`src/rtl/fwd_hazard_scoreboard_if.sv`:
```
// Purpose : ID-stage producer/consumer info in, EX forward selects and load-use stall out.
// Latency : none of its own; it only bundles the wires between the scoreboard and the pipeline.
// Backpr. : none; hz_stall is the hold request that the pipeline consumes.
// Ports   : master = pipeline side (drives ID info, ext_stall, flush); slave = scoreboard side.
interface fwd_hazard_scoreboard_if #(
  parameter int REG_AW    = 5,
  parameter int NUM_SRC   = 2,
  parameter int FWD_DEPTH = 2,
  parameter int CNTW      = 16
);
  localparam int SELW = $clog2(FWD_DEPTH + 1);

  logic                      ext_stall;
  logic                      flush;
  logic                      id_valid;
  logic                      id_reg_write;
  logic                      id_is_load;
  logic [REG_AW-1:0]         id_dest;
  logic [NUM_SRC*REG_AW-1:0] id_src_addr;
  logic [NUM_SRC-1:0]        id_src_use;
  logic                      hz_stall;
  logic                      ex_valid;
  logic [NUM_SRC*SELW-1:0]   ex_fwd_sel;
  logic [CNTW-1:0]           stall_cnt;

  modport master (
    output ext_stall, flush, id_valid, id_reg_write, id_is_load, id_dest, id_src_addr, id_src_use,
    input  hz_stall, ex_valid, ex_fwd_sel, stall_cnt
  );

  modport slave (
    input  ext_stall, flush, id_valid, id_reg_write, id_is_load, id_dest, id_src_addr, id_src_use,
    output hz_stall, ex_valid, ex_fwd_sel, stall_cnt
  );
endinterface

```
`src/rtl/fwd_hazard_scoreboard.sv`:
```
// Purpose : forwarding-select and load-use hazard unit beside the ID/EX register.
// Latency : fwd selects and ex_valid are registered (1 cycle, aligned with EX); hz_stall is combinational.
// Backpr. : ext_stall freezes all state; hz_stall holds PC and IF/ID and bubbles EX.
// Ports   : clk, reset (async, active-high); bus (slave) carries ID info in and EX selects,
//           ex_valid, hz_stall and the saturating stall_cnt out.
module fwd_hazard_scoreboard #(
  parameter int REG_AW    = 5,
  parameter int NUM_SRC   = 2,
  parameter int FWD_DEPTH = 2,
  parameter int LOAD_LAT  = 1,
  parameter int ZERO_REG  = 1,
  parameter int CNTW      = 16
) (
  input  logic                    clk,
  input  logic                    reset,
  fwd_hazard_scoreboard_if.slave  bus
);
  localparam int SELW = $clog2(FWD_DEPTH + 1);

  typedef struct packed {
    logic              vld;
    logic              wr;
    logic [REG_AW-1:0] dest;
    logic              ld;
  } ent_t;

  // Only e[0..FWD_DEPTH-1] are kept: the last writeback stage is never compared
  // (the regfile writes before it is read), so its entry has no observable effect.
  ent_t [FWD_DEPTH-1:0]    sh_q, sh_d;
  logic                    ex_valid_q, ex_valid_d;
  logic [NUM_SRC*SELW-1:0] sel_q, sel_d;
  logic [CNTW-1:0]         cnt_q, cnt_d;

  logic [NUM_SRC*SELW-1:0] next_sel;
  logic [NUM_SRC-1:0]      haz_src;
  logic                    hz;

  // Scan oldest to youngest so the youngest match (lowest k) is written last and wins.
  // A producer at e[k] will sit at e[k+1] once this consumer reaches EX, hence sel=k+1.
  always_comb begin
    next_sel = '0;
    haz_src  = '0;
    for (int i = 0; i < NUM_SRC; i++) begin
      for (int k = FWD_DEPTH - 1; k >= 0; k--) begin
        if (sh_q[k].vld && sh_q[k].wr && bus.id_src_use[i] &&
            (sh_q[k].dest == bus.id_src_addr[i*REG_AW +: REG_AW]) &&
            !((ZERO_REG != 0) && (sh_q[k].dest == '0))) begin
          next_sel[i*SELW +: SELW] = SELW'(k + 1);
          haz_src[i]               = sh_q[k].ld && (k < LOAD_LAT);
        end
      end
    end
    hz = (|haz_src) && bus.id_valid && !bus.flush;
  end

  always_comb begin
    sh_d       = sh_q;
    ex_valid_d = ex_valid_q;
    sel_d      = sel_q;
    cnt_d      = cnt_q;
    if (!bus.ext_stall) begin
      for (int k = FWD_DEPTH - 1; k >= 1; k--) begin
        sh_d[k] = sh_q[k-1];
      end
      if (bus.flush || !bus.id_valid || hz) begin
        sh_d[0]    = '0;
        ex_valid_d = 1'b0;
        sel_d      = '0;
      end else begin
        sh_d[0]    = '{vld: 1'b1, wr: bus.id_reg_write, dest: bus.id_dest, ld: bus.id_is_load};
        ex_valid_d = 1'b1;
        sel_d      = next_sel;
      end
      if (hz && (cnt_q != '1)) begin
        cnt_d = cnt_q + 1'b1;
      end
    end
  end

  always_ff @(posedge clk or posedge reset) begin
    if (reset) begin
      sh_q       <= '0;
      ex_valid_q <= 1'b0;
      sel_q      <= '0;
      cnt_q      <= '0;
    end else begin
      sh_q       <= sh_d;
      ex_valid_q <= ex_valid_d;
      sel_q      <= sel_d;
      cnt_q      <= cnt_d;
    end
  end

  assign bus.hz_stall   = hz;
  assign bus.ex_valid   = ex_valid_q;
  assign bus.ex_fwd_sel = sel_q;
  assign bus.stall_cnt  = cnt_q;
endmodule
```
`src/flat_wrapper.sv`:
```
// flat-port wrapper written by rule: the top's interface ports become plain ports
module fwd_hazard_scoreboard_flat 
#(
  parameter int REG_AW    = 5,
  parameter int NUM_SRC   = 2,
  parameter int FWD_DEPTH = 2,
  parameter int LOAD_LAT  = 1,
  parameter int ZERO_REG  = 1,
  parameter int CNTW      = 16
)
  (clk, reset, bus_ext_stall, bus_flush, bus_id_valid, bus_id_reg_write, bus_id_is_load, bus_id_dest, bus_id_src_addr, bus_id_src_use, bus_hz_stall, bus_ex_valid, bus_ex_fwd_sel, bus_stall_cnt);
  fwd_hazard_scoreboard_if #(.REG_AW(REG_AW), .NUM_SRC(NUM_SRC), .FWD_DEPTH(FWD_DEPTH), .CNTW(CNTW)) bus_i ();
  input  logic clk;
  input  logic reset;
  input wire logic [$bits(bus_i.ext_stall)-1:0] bus_ext_stall;
  input wire logic [$bits(bus_i.flush)-1:0] bus_flush;
  input wire logic [$bits(bus_i.id_valid)-1:0] bus_id_valid;
  input wire logic [$bits(bus_i.id_reg_write)-1:0] bus_id_reg_write;
  input wire logic [$bits(bus_i.id_is_load)-1:0] bus_id_is_load;
  input wire logic [$bits(bus_i.id_dest)-1:0] bus_id_dest;
  input wire logic [$bits(bus_i.id_src_addr)-1:0] bus_id_src_addr;
  input wire logic [$bits(bus_i.id_src_use)-1:0] bus_id_src_use;
  output wire logic [$bits(bus_i.hz_stall)-1:0] bus_hz_stall;
  output wire logic [$bits(bus_i.ex_valid)-1:0] bus_ex_valid;
  output wire logic [$bits(bus_i.ex_fwd_sel)-1:0] bus_ex_fwd_sel;
  output wire logic [$bits(bus_i.stall_cnt)-1:0] bus_stall_cnt;
  assign bus_i.ext_stall = bus_ext_stall;
  assign bus_i.flush = bus_flush;
  assign bus_i.id_valid = bus_id_valid;
  assign bus_i.id_reg_write = bus_id_reg_write;
  assign bus_i.id_is_load = bus_id_is_load;
  assign bus_i.id_dest = bus_id_dest;
  assign bus_i.id_src_addr = bus_id_src_addr;
  assign bus_i.id_src_use = bus_id_src_use;
  assign bus_hz_stall = bus_i.hz_stall;
  assign bus_ex_valid = bus_i.ex_valid;
  assign bus_ex_fwd_sel = bus_i.ex_fwd_sel;
  assign bus_stall_cnt = bus_i.stall_cnt;
  fwd_hazard_scoreboard #(.REG_AW(REG_AW), .NUM_SRC(NUM_SRC), .FWD_DEPTH(FWD_DEPTH), .LOAD_LAT(LOAD_LAT), .ZERO_REG(ZERO_REG), .CNTW(CNTW)) u_core (.clk(clk), .reset(reset), .bus(bus_i));
endmodule
```
`config.mk`:
```
export PLATFORM = sky130hd
export DESIGN_NAME = fwd_hazard_scoreboard_flat
export DESIGN_NICKNAME = d
export VERILOG_FILES = /design/src/rtl/fwd_hazard_scoreboard_if.sv /design/src/rtl/fwd_hazard_scoreboard.sv /design/src/flat_wrapper.sv
export SDC_FILE = /design/constraint.sdc
export NUM_CORES = 1
export LEC_CHECK = 0
export ABC_CLOCK_PERIOD_IN_PS = 2700
export BUFFER_PORTS_ARGS = -buffer_cell sky130_fd_sc_hd__buf_2
export CAP_MARGIN = 40
export CORE_MARGIN = 3
export CORE_UTILIZATION = 50
export CTS_CLUSTER_SIZE = 24
export DETAILED_ROUTE_END_ITERATION = 6
export HOLD_SLACK_MARGIN = 0.08
export PLACE_DENSITY = 0.76
export SYNTH_ARGS = -nofsm -noshare
export SYNTH_HDL_FRONTEND = slang
export SYNTH_SLANG_ARGS = --single-unit
```
`constraint.sdc`:
```
create_clock -name clk -period 2.7 [get_ports clk]
set_clock_uncertainty 0.15 [all_clocks]
set_input_delay 0.54 -clock clk [delete_from_list [all_inputs] [get_ports clk]]
set_output_delay 0.54 -clock clk [all_outputs]
set_load 0.03 [all_outputs]
```
* Word level (Yosys, flattened, before mapping) *
Cells that the tools add are included.

storage, ports and cells
  flip-flop bits (word level) = 36
  input port bits = 24
  output and inout bits = 22
  logic and storage cells = 53

cells by class
  $add $sub $neg = 1
  equality and inequality tests = 5
  multiplexer cells = 9
  bitwise gates (word level) = 1
  reduce and logical (&&, ||, !) cells = 27

operator list
  kind                                           number
  == test 5 bit                                  4
  logical AND 1 bit                              17
  adder 16 x 1 -> 16 bit, second input constant  1
  != test 16 bit, second input constant          1
  logical NOT 5 bit                              2
  two-way mux 2 bit                              4
  two-way mux 8 bit                              1
  logical NOT 1 bit                              4
  two-way mux 4 bit                              1
  two-way mux 1 bit                              3
  logical OR 1 bit                               2
  AND reduction 2 bit                            1
  OR reduction 2 bit                             1
  NOT 1 bit                                      1

* Longest topological paths before layout *
Gate-level depths: netlist of run 1.

  depth in word-level cells = 10
  depth in mapped cells = 8
  gate-level depth less buffers = 7

* Least setup slack after synthesis of run 1 *
No wires, ideal clock.

  kind = input-to-output
  start point = in bus_id_src_addr[9]
  end point = out bus_hz_stall
  arrival time = 2.288 ns
  required time = 2.010 ns
  path slack = -0.278 ns
  stages = 4
  buffers on the path = 0
  cells stage by stage = xor2_1 > nor4_4 > a32oi_2 > nor4b_1

between the ends
  cells in the longest elaborated chain, start to end = 7

ends and longest elaborated chain
  element                          RTL line                     source
  from (decl)                      flat_wrapper.sv:21           input wire logic [$bits(bus_i.id_src_addr)-1:0] bus_id_src_addr;
  == test 5 bit                    fwd_hazard_scoreboard.sv:46  (sh_q[k].dest == bus.id_src_addr[i*REG_AW +: REG_AW]) &&
  logical AND 1 bit                fwd_hazard_scoreboard.sv:45  if (sh_q[k].vld && sh_q[k].wr && bus.id_src_use[i] &&
  logical AND 1 bit                fwd_hazard_scoreboard.sv:46
  two-way mux 1 bit                fwd_hazard_scoreboard.sv:45
  OR reduction 2 bit               fwd_hazard_scoreboard.sv:53  hz = (|haz_src) && bus.id_valid && !bus.flush;
  logical AND 1 bit (2 in series)  fwd_hazard_scoreboard.sv:53
  to (decl)                        flat_wrapper.sv:23           output wire logic [$bits(bus_i.hz_stall)-1:0] bus_hz_stall;

Every way passes these cells.

* Worst setup path in the final report of run 1 *
  start point = reg u_core.sh_q[3] (netlist bit)
  end point = out bus_hz_stall

between the ends
  cells in the longest elaborated chain, start to end = 7
  elaborated cells on any way between the ends = 13
  classes of those cells = eq/ne: 2; mux: 2; reduce/logical: 9

ends and longest elaborated chain
  element                                                        RTL line                                                  source
  from (decl)                                                    fwd_hazard_scoreboard.sv:29                               ent_t [FWD_DEPTH-1:0] sh_q, sh_d;
  from (signal assigned)                                         fwd_hazard_scoreboard.sv:82                               sh_q <= '0;
  from (signal assigned)                                         fwd_hazard_scoreboard.sv:87                               sh_q <= sh_d;
  == test 5 bit / logical NOT 5 bit (equally long branches)      fwd_hazard_scoreboard.sv:46, fwd_hazard_scoreboard.sv:47
  logical AND 1 bit / logical NOT 1 bit (equally long branches)  fwd_hazard_scoreboard.sv:45, fwd_hazard_scoreboard.sv:47
  logical AND 1 bit                                              fwd_hazard_scoreboard.sv:46
  two-way mux 1 bit                                              fwd_hazard_scoreboard.sv:45
  OR reduction 2 bit (*)                                         fwd_hazard_scoreboard.sv:53
  logical AND 1 bit (*) (2 in series)                            fwd_hazard_scoreboard.sv:53

Mark *: on every way between the ends. The rest lies on a longest branch, timed or not.

==> reports/metrics.cfg, run 1 <==
[run_status]
outcome=finished, final reports clean

[floorplan]
die_w_um=65.7
die_h_um=65.7
io_pins=46
start_util=0.525
dieArea_um2=4310
num_rows=21
fp.coreArea_um2=3390

[global_route]
grt-ovfl-total=0
grt_pass1_wl_um=6140
antenna_found_initial=0
track_usage=0.193
grt_max_degree=36
first_global_vias=1282

[route]
drt-pass1-iter-count=5
ant_nets=0
via_count=1392
vias_per_cell=5.44
drt_wl_total_um=3890
wire_per_inst_um=15.2
drc_errors=0
drt-initial-drc-count=95

[timing]
period_share=0.991
slew_violations=0
tightest_slew_ps=423
period_needed_ps=2680
setup_viol=0
relSlewSlack=0.717
setup_tns_ps=0
clock.fmax_mhz=374
rsz0062_at_grt=yes
hold_viol_final=0

[place]
place_congestion=0.893
dpl.hpwl_um=2930
io_buffers=45

[critical_path]
setup.worst_path.end_class=output port
cp_slowest_cell=dfrtp_1
arrival_ps=1990
startpoint=u_core.sh_q[3]$_DFFE_PP0N_
reg2reg_slack_ps=320
worst-path-stages=5
start_kind=register
path_buf_inv=1
r2r-start=u_core.sh_q[3]$_DFFE_PP0N_
cp.required_ps=2010
path_cells=xor2_1, nor4_2, a32oi_2, nor4b_2, buf_4
crit_type=reg2out
critPathTopFamily=simple AND/OR/NAND/NOR gates
path_max_fanout=5
critPathMaxStageDelay_ps=470
r2r_cells=6

[power_and_ir_drop]
peakVddDrop_uv=291
p_leak_nw=1.09
p_per_area_nw_per_um2=455
total_power_mw=1.01

[logic_synthesis]
ys_seq_elements=35
ys_warn_count=0
synthesis.nets=178
syn_area_um2=1780
postSynthCellCount=153
avgSynthCellArea_um2=11.6
ys_seq_area_frac=0.492
ys_types=34

[cells_and_area]
multi_input_area_um2=912
layout.nets=234
seqCellArea_um2=878
fillers=266
area_delta_synth_final_pct=24.2
drive_above_1_share=0.381
diodes=0
postLayoutCoreUtil=0.653

[hold_path]
min_path_type=in2async

[clocking]
cts_inserted_buffers=5
h-tree-depth=2
insertion_delay_ps=340
cts_tree=built
path_clk_slew_ps=100
cts-root-buf=clkbuf_4
clock-sinks=35
cts_buffer_depth=2

[flow_run]
cap_viol_max_count=0

==> stage by stage <==
step                      area [um2]  hold WS [ps]  std cells  worst slack (ps)
after floorplan                 1790           329        153               129
after global placement          2090           301        245               173
after detailed placement        2090           305        245               122
after CTS                       2180           146        254              14.2
after global routing            2210           170        256             -93.4
final                           2210           127        256              23.2
==> state kept, by name, summed over array words and instances (netlist names) <==
name	count
u_core.bus.ex_fwd_sel	4
u_core.sh_q	14
u_core.bus.stall_cnt	16
u_core.bus.ex_valid	1
==> worst register-to-register path, cell delays in order (launching register included) <==
cell,delay [ps]
dfrtp_1,470
xor2_1,200
nor4_2,380
a32oi_2,130
buf_4,180
nor3_4,400
mux2_1,360
==> timing repair <==
action	CTS	global route
cloned	0	0
pin swaps	1	2
endpoints found under the setup margin	1	1
hold buffers	0	0
resized for setup	2	5
setup buffers	1	2
==> layout by cell type, fill, tap and decap left out, types with 2 or more instances in the layout <==
cell,netlist,routed
buf_2,1,44
dfrtp_1,35,33
xnor2_1,26,26
nand3_1,9,9
nand2_1,9,9
a22o_1,9,9
buf_4,0,9
xor2_1,9,8
nand4_1,8,8
mux2_2,7,7
clkbuf_4,0,5
nor2_1,4,4
and3_1,3,3
and2_1,2,2
or4_1,2,2
inv_1,2,2
and4_1,2,2
nor3_1,2,2
a21o_1,2,2
a21oi_1,2,2
o2111ai_1,2,2
clkbuf_8,0,2
dfrtp_2,0,2
==> cells in the mapped netlist, drive strengths merged <==
master / number / area (um2)
nor3: 4 / 36.3
o21ai: 1 / 5.00
nor4: 2 / 27.5
ha: 1 / 12.5
xnor2: 26 / 228
nand3: 9 / 45.0
and3: 3 / 18.8
xor2: 9 / 78.8
mux2: 8 / 90.1
nand2: 9 / 33.8
nor2: 6 / 32.5
a21o: 2 / 15.0
a21oi: 2 / 10.0
o211ai: 1 / 7.51
and2: 2 / 12.5
inv: 2 / 7.51
or4: 2 / 15.0
a22o: 9 / 78.8
dfrtp: 35 / 876
nor4b: 1 / 8.76
nand4: 8 / 50.1
and4: 2 / 17.5
clkbuf: 3 / 11.3
buf: 1 / 5.00
or3b: 1 / 8.76
a32oi: 1 / 16.3
o2111ai: 3 / 32.5
==> kinds of logic (layout without fill, tap and decap cells) <==
logic type                 after synthesis  count (layout)  synth area share
and+or+nand+nor                         49              49             0.172
xor gates and xnor gates                35              35             0.172
DFF                                     35              35             0.492
AOI/OAI and AO/OA                       19              19            0.0928
muxes                                    8               8            0.0506
buffers and inverters                    6              63            0.0134
adders and majority gates                1               1           0.00703
==> final cells by class <==
class	instances	area share
multi-input cells	112	0.412
flip-flops and latches	35	0.397
repair buffers	53	0.130
clock buffers	8	0.0311
well taps	46	0.0260
inverters	2	0.00339
==> per-layer routing <==
| layer | up-vias | wire [um] | GRT usage |
|---|---|---|---|
| met5 | - | 0 | 0 |
| met4 | 0 | 48 | 0.0907 |
| met3 | 9 | 199 | 0.0427 |
| met2 | 43 | 1890 | 0.300 |
| met1 | 672 | 1750 | 0.254 |
| li1 | 668 | - | - |
==> power by group <==
part           internal, mW  switching, mW
registers             0.540         0.0224
clock network         0.153          0.169
logic                0.0595         0.0627
==> path summary, 6_finish.rpt <==
kind,endpoint
setup / recovery,bus_hz_stall
hold / removal,u_core.bus.stall_cnt[2]$_DFFE_PP0P_
setup reg to reg,u_core.bus.stall_cnt[1]$_DFFE_PP0P_
hold reg to reg,u_core.bus.ex_fwd_sel[1]$_DFFE_PP0N_
max in group asynchronous,u_core.sh_q[2]$_DFFE_PP0N_
min in group clk,u_core.sh_q[0]$_DFFE_PP0N_
Power figures use the tool's default switching activity.
==> run 2: changes to the inputs <==
--- a/config.mk
+++ b/config.mk
@@ -7,13 +7,13 @@
 export LEC_CHECK = 0
 export ABC_CLOCK_PERIOD_IN_PS = 2700
 export BUFFER_PORTS_ARGS = -buffer_cell sky130_fd_sc_hd__buf_2
-export CAP_MARGIN = 40
+export CAP_MARGIN = 25
 export CORE_MARGIN = 3
-export CORE_UTILIZATION = 50
+export CORE_UTILIZATION = 52
 export CTS_CLUSTER_SIZE = 24
 export DETAILED_ROUTE_END_ITERATION = 6
 export HOLD_SLACK_MARGIN = 0.08
-export PLACE_DENSITY = 0.76
+export PLACE_DENSITY = 0.79
 export SYNTH_ARGS = -nofsm -noshare
 export SYNTH_HDL_FRONTEND = slang
 export SYNTH_SLANG_ARGS = --single-unit
==> reports/metrics.cfg, run 2 (same netlist as run 1, synthesis figures left out) <==
[route]
via_count=1360
drt-pass1-iter-count=4
drt-initial-drc-count=64
wire_per_inst_um=15.0
ant_nets=0
drt_wl_total_um=3760
routed.top_layer=met4
vias_per_cell=5.42
routed-wl-met3_um=211
drc_errors=0
wl_met2_um=1760
wl_met1_um=1730

[clocking]
path_clk_slew_ps=100
h-tree-depth=2
cts_buffer_depth=2
hold_buffers=0
cts-root-buf=clkbuf_4
insertion_delay_ps=350
cts_setup_buffers=0
cts_tree=built
cts_inserted_buffers=5
clock-sinks=35

[floorplan]
dieArea_um2=4160
io_pins=46
die_h_um=64.5
start_util=0.565
die_w_um=64.5
fp.coreArea_um2=3150
num_rows=20

[critical_path]
startpoint=u_core.sh_q[2]$_DFFE_PP0N_
path_buf_inv=1
start_kind=register
r2r-start=u_core.bus.stall_cnt[0]$_DFFE_PP0P_
critPathMaxStageDelay_ps=610
path_max_fanout=5
setup.worst_path.end_class=output port
r2r_cells=7
arrival_ps=1960
worst-path-stages=4
cp.required_ps=2010
critPathTopFamily=simple AND/OR/NAND/NOR gates
path_cells=or4_1, o2111ai_4, nor4b_2, buf_4
cp_slowest_cell=or4_1
crit_type=reg2out

[timing]
relSlewSlack=0.717
period_needed_ps=2650
setup_slack_ps=48.7
hold_viol_final=0
slew_violations=0
period_share=0.982
setup_tns_ps=0
whs_ps=112
tightest_slew_ps=424
setup_viol=0
clock.fmax_mhz=377
rsz0062_at_grt=yes

[global_route]
grt_pass1_wl_um=6430
antenna_found_initial=0
first_global_vias=1361
grt_max_degree=36
track_usage=0.206
grt-ovfl-total=0

[place]
placedCellCount=243
dp_slack_ps=146
dpl.hpwl_um=2910
io_buffers=45
place_congestion=0.947

[hold_path]
min_path_type=in2async

[power_and_ir_drop]
p_per_area_nw_per_um2=456
peakVddDrop_uv=336
p_leak_nw=1.07

[cells_and_area]
layout_commonest_cell=buf_2
fillers=257
mostFrequentLayoutCells=44 x buf_2, 31 x dfrtp_1, 26 x xnor2_1
drive_above_1_share=0.382
instances_no_fill=251
layout.nets=231
diodes=0
postLayoutCoreUtil=0.694
area_delta_synth_final_pct=23.0
largest_register_ff_count=16

[flow_run]
cap_viol_max_count=0

[run_status]
outcome=finished, final reports clean

[run 2: layout make-up]
cell class | count | area, um2 | area share
clock buffer | 8 | 68.8 | 0.0314
sequential | 35 | 881 | 0.402
multi-input combinational | 112 | 912 | 0.417
inverter | 2 | 7.51 | 0.00343
timing repair buffer | 50 | 265 | 0.121
tap | 44 | 55.1 | 0.0251
[run 2: repair_timing]
action	in CTS	in global routing
gates resized for setup	4	4
pin swaps	0	2
endpoints found under the setup margin	1	1
hold endpoints to repair	0	0
[run 2: layer usage]
layer,up-vias,track usage
met4,0,0.103
met1,657,0.270
met5,-,0
li1,662,-
met3,8,0.0503
met2,33,0.320
[run 2: path summary, 6_finish.rpt]
path	end	slack (ps)
worst max-delay path	bus_hz_stall	50
worst min-delay path	u_core.bus.stall_cnt[13]$_DFFE_PP0P_	110
worst max register to register	u_core.bus.stall_cnt[1]$_DFFE_PP0P_	410
worst min register to register	u_core.bus.ex_fwd_sel[1]$_DFFE_PP0N_	330
max in group asynchronous	u_core.sh_q[3]$_DFFE_PP0N_	1960
min in group clk	u_core.sh_q[2]$_DFFE_PP0N_	250
[run 2: metrics by stage]
stage,instance area [um2],power (mW)
3_3_place_gp,2090,0.681
3_5_place_dp,2090,0.685
5_1_grt,2190,1.04
4_1_cts,2180,1.01
6_report,2190,0.999
2_1_floorplan,1790,0.640
[run 2: worst reg2reg max path: stages, from the launching register on]
cell and delay [ps]:
dfrtp_1 440, ha_1 240, and4_1 280, and4_1 230
a21o_1 190, nor3_4 110, buf_4 200, mux2_1 340
[run 2: power by group]
group	switching [mW]	total [mW]	internal [mW]
logic	0.0591	0.117	0.0575
clock network	0.167	0.320	0.153
registers	0.0225	0.562	0.540
==> run 3: changes to the inputs <==
--- a/config.mk
+++ b/config.mk
@@ -8,6 +8,7 @@
 export ABC_CLOCK_PERIOD_IN_PS = 2700
 export BUFFER_PORTS_ARGS = -buffer_cell sky130_fd_sc_hd__buf_2
 export CAP_MARGIN = 25
+export CORE_ASPECT_RATIO = 0.6
 export CORE_MARGIN = 3
 export CORE_UTILIZATION = 52
 export CTS_CLUSTER_SIZE = 24
==> reports/metrics.cfg, run 3 (same netlist as run 1, synthesis figures left out) <==
[cells_and_area]
drive_above_1_share=0.364
layout.nets=230
layout_commonest_cell=buf_2
area_delta_synth_final_pct=24.5
mostFrequentLayoutCells=44 x buf_2, 34 x dfrtp_1, 26 x xnor2_1
fillers=214
multi_input_area_um2=905
largest_register_ff_count=16
seqCellArea_um2=877
diodes=0
design_area_um2=2220

[global_route]
grt-ovfl-total=0
grt_pass1_wl_um=6600
first_global_vias=1337
track_usage=0.216
grt_max_degree=36
antenna_found_initial=0

[hold_path]
min_path_type=in2async

[timing]
clock.fmax_mhz=380
setup_slack_ps=70.3
hold_viol_final=0
setup_tns_ps=0
period_share=0.974
rsz0062_at_grt=no
setup_viol=0
relSlewSlack=0.658
period_needed_ps=2630
tightest_slew_ps=509
slew_violations=0

[route]
ant_nets=0
drc_errors=0
drt-initial-drc-count=74
vias_per_cell=5.64
drt-pass1-iter-count=4
wire_per_inst_um=16.4
via_count=1398
drt_wl_total_um=4080

[power_and_ir_drop]
total_power_mw=1.17
p_per_area_nw_per_um2=529
p_leak_nw=1.09
peakVddDrop_uv=395

[critical_path]
crit_type=reg2out
setup.worst_path.end_class=output port
cp.required_ps=2010
arrival_ps=1940
path_max_fanout=5
start_kind=register

[floorplan]
num_rows=15
die_h_um=51.3
dieArea_um2=4190
fp.coreArea_um2=3060
start_util=0.582
io_pins=46
die_w_um=81.5

[clocking]
cts_buffer_depth=2
cts-resized-gates=0
insertion_delay_ps=290
cts_tree=built
cts-root-buf=clkbuf_8
clock-sinks=35
cts_inserted_buffers=5
cts_setup_buffers=0
hold_buffers=0
h-tree-depth=2
path_clk_slew_ps=70

[place]
dpl.hpwl_um=3080
place_area_um2=2080
place_congestion=0.898
io_buffers=45
dp_slack_ps=110

[run_status]
outcome=finished, final reports clean

[flow_run]
cap_viol_max_count=0

[run 3: cell count changes in the layout (fill, tap and decap cells not counted)]
cell / delta
bufinv_16: +1
clkbuf_4: -5
xor2_2: -1
xor2_1: +1
clkinv_2: +1
clkbuf_8: +4
dfrtp_2: -3
clkbuf_1: -1
buf_4: -1
dfrtp_1: +3
[run 3: worst max-delay path: stages (launching register included)]
cell	delay, ps
dfrtp_2	460
xor2_1	180
nor4_4	320
a32oi_2	190
nor4b_2	290
buf_4	210
[run 3: cell type report]
type | count | share of cell area
Tap cell | 42 | 0.0237
Clock inverter | 2 | 0.0158
Inverter | 2 | 0.00339
Sequential cell | 35 | 0.396
Timing Repair Buffer | 49 | 0.116
Multi-Input combinational cell | 112 | 0.408
Clock buffer | 6 | 0.0372
[run 3: stage by stage]
stage / hold WS [ps] / cells / util
2_1_floorplan: 329 / 153 / -
3_3_place_gp: 299 / 240 / 0.679
3_5_place_dp: 314 / 240 / 0.679
4_1_cts: 195 / 248 / 0.718
5_1_grt: 230 / 248 / 0.725
6_report: 180 / 248 / 0.725
[run 3: routing by layer]
metal	vias up	global-route usage	wire length (um)
met4	0	0.0702	47
met3	9	0.0581	252
met2	43	0.312	1770
met1	689	0.311	2010
met5	-	0	0
li1	657	-	-
[run 3: final timing paths]
check | to | startpoint | slack, ps | cells past startpoint
worst max-delay path | bus_hz_stall | u_core.sh_q[5]$_DFFE_PP0N_ | 70 | 5
worst min-delay path | u_core.sh_q[11]$_DFFE_PP0N_ | reset | 180 | 3
worst max register to register | u_core.bus.stall_cnt[1]$_DFFE_PP0P_ | u_core.bus.stall_cnt[0]$_DFFE_PP0P_ | 310 | 6
worst min register to register | u_core.bus.ex_fwd_sel[3]$_DFFE_PP0N_ | u_core.bus.ex_fwd_sel[3]$_DFFE_PP0N_ | 330 | 2
max in group asynchronous | u_core.sh_q[5]$_DFFE_PP0N_ | reset | 1900 | 3
min in group clk | u_core.sh_q[5]$_DFFE_PP0N_ | bus_id_dest[4] | 310 | 2
[run 3: report_power, final]
part	internal (mW)	switching, mW	total (mW)	leakage [nW]
Sequential	0.540	0.0233	0.563	0.479
Combinational	0.0570	0.0621	0.119	0.551
Clock	0.299	0.192	0.490	0.0612
Total	0.895	0.277	1.17	1.09
